`src/rtl/match_sched.sv`:
```
// Frame sequencer for the binary template matcher: drives the line-buffer advance,
// sums per-row mismatch scores into TROWS-row windows and reports the lowest window.
`timescale 1ns/1ps
module match_sched #(
  parameter int IMG_W     = 640,
  parameter int IMG_H     = 480,
  parameter int TROWS     = 40,
  parameter int PRIME_CYC = 2,
  parameter int SW        = 7,
  parameter int AW        = 12
) (
  input  logic          clk,
  input  logic          rst,
  input  logic          start,
  input  logic          abort,
  input  logic          pause,
  output logic          busy,
  output logic          lb_stall,
  input  logic          lb_valid,
  input  logic [9:0]    lb_xpos,
  input  logic [9:0]    lb_ypos,
  input  logic          lb_mark,
  input  logic [SW-1:0] score_in,
  output logic          res_valid,
  input  logic          res_ready,
  output logic          res_found,
  output logic [AW-1:0] res_score,
  output logic [9:0]    res_x,
  output logic [9:0]    res_y
);
  localparam int NPIX = IMG_W * IMG_H;
  localparam int PW   = $clog2(NPIX);
  localparam int RW   = $clog2(TROWS + 2);
  localparam int CW   = (PRIME_CYC > 1) ? $clog2(PRIME_CYC) : 1;

  localparam logic [PW-1:0] LAST_PIX  = PW'(NPIX - 1);
  localparam logic [RW-1:0] ROW_FULL  = RW'(TROWS);
  localparam logic [RW-1:0] ROW_SAT   = RW'(TROWS + 1);
  localparam logic [CW-1:0] PRIME_END = CW'(PRIME_CYC - 1);
  localparam logic [SW-1:0] SCORE_MAX = SW'(100);

  typedef enum logic [1:0] {S_IDLE, S_PRIME, S_RUN, S_DONE} state_t;

  state_t        r_state;
  logic [PW-1:0] r_pix_cnt;
  logic [CW-1:0] r_prime_cnt;
  logic [AW-1:0] r_acc;
  logic [RW-1:0] r_row_cnt;
  logic          r_win_ok;
  logic [9:0]    r_win_x;
  logic [9:0]    r_win_y;
  logic [AW-1:0] r_best;
  logic [9:0]    r_best_x;
  logic [9:0]    r_best_y;
  logic          r_found;

  logic [SW-1:0] w_score_c;
  logic          w_last;
  logic [AW-1:0] w_acc_n;
  logic [RW-1:0] w_row_n;
  logic          w_ok_n;
  logic [9:0]    w_win_x_n;
  logic [9:0]    w_win_y_n;
  logic [AW-1:0] w_best_n;
  logic [9:0]    w_best_x_n;
  logic [9:0]    w_best_y_n;
  logic          w_found_n;

  assign busy      = (r_state != S_IDLE);
  assign res_valid = (r_state == S_DONE);
  assign res_found = r_found;
  assign res_score = r_best;
  assign res_x     = r_best_x;
  assign res_y     = r_best_y;

  always_comb begin
    unique case (r_state)
      S_PRIME: lb_stall = 1'b0;
      S_RUN:   lb_stall = pause;
      default: lb_stall = 1'b1;
    endcase
  end

  always_comb begin
    // NOTE: every signal assigned here gets a default first, so no path can infer a latch.
    w_score_c  = (score_in > SCORE_MAX) ? SCORE_MAX : score_in;
    w_last     = (r_pix_cnt == LAST_PIX);
    w_acc_n    = r_acc + AW'(w_score_c);
    w_row_n    = (r_row_cnt == ROW_SAT) ? r_row_cnt : r_row_cnt + 1'b1;
    w_ok_n     = r_win_ok & lb_valid;
    w_win_x_n  = r_win_x;
    w_win_y_n  = r_win_y;
    w_best_n   = r_best;
    w_best_x_n = r_best_x;
    w_best_y_n = r_best_y;
    w_found_n  = r_found;
    if (lb_mark) begin
      w_acc_n   = AW'(w_score_c);
      w_row_n   = RW'(1);
      w_ok_n    = lb_valid;
      w_win_x_n = lb_xpos;
      w_win_y_n = lb_ypos;
      if (r_row_cnt == ROW_FULL && r_win_ok && r_acc < r_best) begin
        w_best_n   = r_acc;
        w_best_x_n = r_win_x;
        w_best_y_n = r_win_y;
        w_found_n  = 1'b1;
      end
    end
    // The last pixel closes the window it just extended, scored against the updated best.
    if (w_last && w_row_n == ROW_FULL && w_ok_n && w_acc_n < w_best_n) begin
      w_best_n   = w_acc_n;
      w_best_x_n = w_win_x_n;
      w_best_y_n = w_win_y_n;
      w_found_n  = 1'b1;
    end
  end

  // NOTE: sequential state uses non-blocking assignments so every register samples pre-edge values.
  always_ff @(posedge clk or negedge rst) begin
    if (!rst) begin
      r_state     <= S_IDLE;
      r_pix_cnt   <= '0;
      r_prime_cnt <= '0;
      r_acc       <= '0;
      r_row_cnt   <= '0;
      r_win_ok    <= 1'b0;
      r_win_x     <= '0;
      r_win_y     <= '0;
      r_best      <= '1;
      r_best_x    <= '0;
      r_best_y    <= '0;
      r_found     <= 1'b0;
    end else if (abort) begin
      r_state <= S_IDLE;
    end else begin
      unique case (r_state)
        S_IDLE: begin
          if (start) begin
            r_state     <= S_PRIME;
            r_pix_cnt   <= '0;
            r_prime_cnt <= '0;
            r_acc       <= '0;
            r_row_cnt   <= '0;
            r_win_ok    <= 1'b0;
            r_win_x     <= '0;
            r_win_y     <= '0;
            r_best      <= '1;
            r_best_x    <= '0;
            r_best_y    <= '0;
            r_found     <= 1'b0;
          end
        end
        S_PRIME: begin
          if (r_prime_cnt == PRIME_END) r_state <= S_RUN;
          else                          r_prime_cnt <= r_prime_cnt + 1'b1;
        end
        S_RUN: begin
          if (!pause) begin
            r_pix_cnt <= r_pix_cnt + 1'b1;
            r_acc     <= w_acc_n;
            r_row_cnt <= w_row_n;
            r_win_ok  <= w_ok_n;
            r_win_x   <= w_win_x_n;
            r_win_y   <= w_win_y_n;
            r_best    <= w_best_n;
            r_best_x  <= w_best_x_n;
            r_best_y  <= w_best_y_n;
            r_found   <= w_found_n;
            if (w_last) r_state <= S_DONE;
          end
        end
        S_DONE: begin
          if (res_ready) r_state <= S_IDLE;
        end
        default: r_state <= S_IDLE;
      endcase
    end
  end

endmodule
```
`config.mk`:
```
export PLATFORM = sky130hd
export DESIGN_NAME = match_sched
export DESIGN_NICKNAME = d
export VERILOG_FILES = /design/src/rtl/match_sched.sv
export SDC_FILE = /design/constraint.sdc
export NUM_CORES = 1
export LEC_CHECK = 0
export ABC_AREA = 0
export BUFFER_PORTS_ARGS = -buffer_cell sky130_fd_sc_hd__buf_2
export CORE_MARGIN = 1.5
export CORE_UTILIZATION = 60
export CTS_CLUSTER_SIZE = 30
export DETAILED_ROUTE_END_ITERATION = 8
export PLACE_DENSITY = 0.82
export SKIP_LAST_GASP = 1
export SLEW_MARGIN = 20
export SYNTH_ARGS = -nofsm -noshare
export SYNTH_HDL_FRONTEND = slang
export SYNTH_SLANG_ARGS = --single-unit
```
`constraint.sdc`:
```
create_clock -name clk -period 12.7 [get_ports clk]
set_input_delay 1.27 -clock clk [delete_from_list [all_inputs] [get_ports clk]]
set_output_delay 1.27 -clock clk [all_outputs]
set_load 0.02 [all_outputs]
```
## Word-level counts from Yosys, hierarchy flattened

Index checks and enable logic that the tools add are counted.

| word-level totals | value |
|---|---|
| word-level logic and storage cells | 105 |
| memory bits (writable) | 0 |
| output and inout port bits | 36 |
| bits in registers | 94 |
| memory bits (read-only) | 0 |
| bits in latches | 0 |
| memories | 0 |
| bits of input ports | 35 |

| operators by class | value |
|---|---|
| magnitude comparators | 3 |
| bitwise logic cells | 2 |
| add/subtract/negate cells | 4 |
| reduce and logical (&&, ||, !) cells | 13 |
| eq/ne operators | 16 |
| mux-type cells | 55 |
| $mul | 0 |
| div/mod/pow operators | 0 |
| shifts and indexed selects | 0 |

Operators by type and width:

| operator | number |
|---|---|
| $mux 10 | 13 |
| $mux 12 | 8 |
| $pmux 10 s2 | 4 |
| $pmux 12 s2 | 2 |
| $mux 19 | 2 |
| $pmux 19 s2 | 1 |
| $lt 12x12->1 | 2 |
| $mux 6 | 4 |
| $add 19x1->19 const B | 1 |
| $eq 19x19->1 const B | 1 |
| $eq 6x6->1 const B | 3 |
| $ne 3x3->1 const B | 6 |
| $add 12x7->12 | 1 |
| $mux 2 | 6 |
| $pmux 6 s2 | 1 |
| $mux 1 | 8 |
| $pmux 1 s2 | 4 |
| $pmux 2 s4 | 1 |
| $gt 7x7->1 const B | 1 |
| $mux 7 | 1 |
| $add 6x1->6 const B | 1 |
| $reduce_and 6->1 | 1 |
| $reduce_bool 2->1 | 3 |
| $logic_and 1x1->1 | 5 |
| 11 further kinds | 13 |

## Depth between registers and ports, before layout

| logic depth | value |
|---|---|
| depth after elaboration | 10 |
| gate-level depth with buffers | 19 |
| mapped depth without buffers | 18 |

## Worst setup path after synthesis

Ideal clock, no wire load.

| timing path | value |
|---|---|
| path kind | input to register |
| from | input score_in[4] |
| to | register r_best[6] (netlist: res_score[6]) |
| path buffers | 1 |
| path slack | 7.324 ns |
| stages on the path | 18 |
| setup time | 0.082 ns |
| data required time | 12.618 ns |
| arrival | 5.293 ns |
| path through | o311ai_0 > and2_1 > ha_1 > fa_1 > a211oi_1 > nor2_1 > o2111ai_1 > xor2_1 > nor2_1 > ha_1 > a21oi_1 > nand2_1 > a221o_1 > a2111oi_4 > nor3b_4 > buf_6 > mux2_1 > a22oi_1 |

| between the ends | value |
|---|---|
| longest elaborated chain between the ends | 9 |

RTL lines:

| item | line | RTL |
|---|---|---|
| start, declared | 23 | `input logic [SW-1:0] score_in,` |
| $gt 7x7->1 | 86 | `w_score_c = (score_in > SCORE_MAX) ? SCORE_MAX : score_in;` |
| $mux 7 (*) | 86 |  |
| $add 12x7->12 | 88 | `w_acc_n = r_acc + AW'(w_score_c);` |
| $mux 12 (*) | 97 | `if (lb_mark) begin` |
| $lt 12x12->1 | 111 | `if (w_last && w_row_n == ROW_FULL && w_ok_n && w_acc_n < w_best_n) begin` |
| $logic_and 1x1->1 | 111 |  |
| $mux 12 (*) | 111 |  |
| $mux 12 (*) | 159 | `if (!pause) begin` |
| $pmux 12 s2 (*) | 137 | `unique case (r_state)` |
| end signal, assigned | 166 | `r_best <= w_best_n;` |
| end, declared | 52 | `logic [AW-1:0] r_best;` |

Mark *: on every way between the ends. The rest lies on a longest branch, timed or not. The select of a mux whose other input is x is not followed.
A chain may end at the register's enable or synchronous reset.

## Worst setup path after layout

| timing path | value |
|---|---|
| from | input score_in[5] |
| to | register r_best_x[7] (netlist: res_x[7]) |

| between the ends | value |
|---|---|
| longest elaborated chain between the ends | 9 |
| elaborated cells between the ends (all ways) | 12 |
| classes of those cells | add/sub: 1; order compare: 2; eq/ne: 2; mux: 5; reduce/logical: 2 |

RTL lines:

| item | line | RTL |
|---|---|---|
| $gt 7x7->1 | 86 |  |
| $mux 7 (*) | 86 |  |
| $add 12x7->12 | 88 |  |
| $mux 12 (*) | 97 |  |
| $lt 12x12->1 (*) | 111 |  |
| $logic_and 1x1->1 (*) | 111 |  |
| $mux 10 | 111 |  |
| $mux 10 | 159 |  |
| $pmux 10 s2 | 137 |  |
| end signal, assigned | 167 | `r_best_x <= w_best_x_n;` |
| end, declared | 53 | `logic [9:0] r_best_x;` |

Marks and branches as above.

==> flow_summary.yaml <==
worst_setup_path:
  critPathArrivalTime_ps: 6500
  worst_ep_required_time_ps: 13010
  rr_worst_depth: 15
  critPathSlowestCell: "nor3b_4"
  path_max_fanout: 20
  crit_chain: "buf_2 > o311ai_0 > and2_1 > ha_1 > fa_1 > a211oi_1 > nor2_1 > o2111ai_1 > xor2_1 > nor2_1 > ha_1 > a21oi_1 > nand2_1 > a221o_1 > a2111oi_4 > nor3b_4 > o21a_1 > a22o_1"
  critPathLaunch: "score_in[5]"
  cp-endpoint: "res_x[7]"
  start_kind: "input pin"
  reg2reg_to: "res_x[7]"
  cp.depth: 18
  cpPeakStageDelay_ps: 770
  critPathCaptureType: "flop"
  rr_startpoint: "r_acc[0]"
  worst-path-buf-inv: 1
  critical-path-top-delay-family: "compound AO/OA/AOI/OAI gates"
  crit_type: "in -> reg"
  reg2reg_slack_ps: 7510
timing:
  post-route-worst-setup-slack_ps: 6510
  max-slew-margin-rel_pct: 26.5
  slew_violations: 0
  setup_violations: 0
  period_share_pct: 48.8
  finalHoldViolCount: 0
  period_needed_ps: 6190
  worstMarginPinSlew_ps: 1100
  finClkSkew_ps: 14.1
  finalSetupTns_ps: 0
  rsz0062_at_grt: "no"
  fmax_mhz: 161
global_routing:
  grt_pass1_vias: 4609
  antenna_found_initial: 0
  grt_util_all_layers_pct: 26.9
  grt-ovfl-total: 0
  grt_max_degree: 65
  grt_first_pass_wirelength_mm: 21.6
clock_tree:
  cts_root_buffer: "clkbuf_8"
  cts_tree: "built"
  ctsHoldBuffers: 0
  cts_setup_buffers: 0
  htreeDepth: 3
  clockBufferDepth: 2
  clkLatencyLatePin_ps: 370
  cts.sinks: 94
  postCtsResizedCells: 0
  clk_pin_slew_ps: 90
  cts_buffers: 9
power:
  swShare_pct: 37.3
  powerDensity_mw_per_mm2: 130
  p_sw_uw: 302
  sequentialPowerShare_pct: 44.4
  ir_worst_vdd_uv: 114
  clock_power_share_pct: 24.9
  p_int_uw: 507
  comb_power_share_pct: 30.7
  finalPower_uw: 810
  cellLeakagePower_nw: 3.10
detailed_routing:
  vias: 4704
  avgViaCountPerCell: 6.06
  wl_mm: 12.9
  drtPass1Iterations: 5
  final_antenna_net_count: 0
  drt-initial-drc-count: 289
  drc: 0
  routedWlPerCell_um: 16.6
yosys:
  synth_async_sr_flop_share_pct: 100
  synth_area_mm2: 0.00564
  ys_ff_latch: 94
  synth_nets: 677
  synthCells: 604
  seq_area_frac_synth_pct: 42.0
  synth_ff_type: "dfrtp_1"
  yosysWarnings: 0
  avgSynthCellArea_um2: 9.34
  synth-edff-count: 0
  synth.distinct_cells: 60
layout:
  final_cell_mix: "dfrtp_1, buf_2, nand2_1"
  drive_above_1_share_pct: 17.6
  syn_to_final_growth_pct: 10.5
  final_nets: 733
  final_common_cell: "dfrtp_1"
  diodes: 0
floorplan:
  initial_core_util_pct: 61.3
  die_y_um: 99.9
  rows: 35
  dieArea_mm2: 0.00999
  die_w_um: 99.9
  core_area_mm2: 0.00920
  boundaryPins: 71
placed_design:
  numPortBuffers: 70
  hpwl_mm: 8.96
  gp_congestion: 0.889
  pre_cts_ws_ps: 6240
worst_hold_path:
  hold_class: "reg -> reg"
outcome:
  status: "completed"
run:
  cap_violations: 0
-- per-layer routing --
metal,share of wire [%],GRT usage (%),vias up
met5,0,0,-
met4,1.1,8.13,0
met3,4.2,4.46,13
met2,51,46.3,110
met1,44,35.1,2316
li1,-,-,2265
-- power groups by stage --
stage	clock, mW	sequential (mW)	combinational (mW)
floorplan	0	0.358	0.182
global placement	0	0.363	0.236
detailed placement	0	0.365	0.246
CTS	0.205	0.359	0.247
global route	0.216	0.365	0.278
finish	0.202	0.360	0.248
-- area by class of cell --
type	instances	area [um^2]
Clock buffer	9	124
Clock inverter	7	72.6
Fill cell	719	2960
Inverter	38	143
Multi-Input combinational cell	440	2980
Sequential cell	94	2370
Tap cell	111	139
Timing Repair Buffer	77	405
-- state kept, by name, indices dropped and copies added (netlist names) --
signal and cells:
r_pix_cnt 19, r_win_x 10, r_win_ok 1, res_y 10, res_found 1, res_score 12
res_x 10, r_acc 12, r_row_cnt 6, r_prime_cnt 1, r_state 2, r_win_y 10
-- through the flow --
stage | util (%) | instance area, um^2 | instances | hold WS (ps)
after floorplan | - | 5640 | 604 | 465
after global placement | 65.6 | 6040 | 760 | 477
after detailed placement | 65.6 | 6040 | 760 | 485
after CTS | 67.8 | 6230 | 776 | 507
after global routing | 67.8 | 6230 | 776 | 521
final | 67.8 | 6230 | 776 | 503
-- cells in the mapped netlist, types with 10 or more instances --
cell | n | area share, %
dfrtp_1 | 82 | 36
ha_1 | 37 | 8.2
clkbuf_1 | 22 | 1.5
o21ai_0 | 63 | 5.6
dfstp_2 | 12 | 5.6
a22o_1 | 25 | 3.9
nand2_1 | 64 | 4.3
inv_1 | 38 | 2.5
xor2_1 | 10 | 1.6
a31oi_1 | 21 | 2.3
xnor2_1 | 11 | 1.7
nor2_1 | 33 | 2.2
a21oi_1 | 26 | 2.3
mux2i_1 | 20 | 3.5
nor2b_1 | 24 | 2.7
nand3_1 | 13 | 1.2
-- worst register-to-register path: cells and delay by family, from the launching register on --
family / cells / cell delay, ps
fa+ha+maj: 3 / 1050
simple gates: 4 / 1060
compound gates: 7 / 2430
flops: 1 / 430
xor+xnor: 1 / 170
-- logic make-up after synthesis --
kind of cell	share of synthesized area [%]
multiplexers	4.75
XOR/XNOR	3.26
buffers and inverters	5.24
AND/OR/NAND/NOR	16.3
AO/OA/AOI/OAI	19.9
flip-flops	42.0
adder cells (fa/ha/maj)	8.56
-- how the worst min path moves through the flow --
stage                     from    endpoint  slack [ps]  depth (start not counted)
floorplan           r_win_x[0]  r_win_x[0]         460                          2
global placement    r_win_x[6]  r_win_x[6]         480                          2
detailed placement    res_y[6]    res_y[6]         490                          1
CTS                 r_win_y[9]  r_win_y[9]         510                          2
global route          res_y[9]    res_y[9]         520                          1
finish              r_win_y[9]  r_win_y[9]         500                          2
Power figures use the tool's default switching activity.
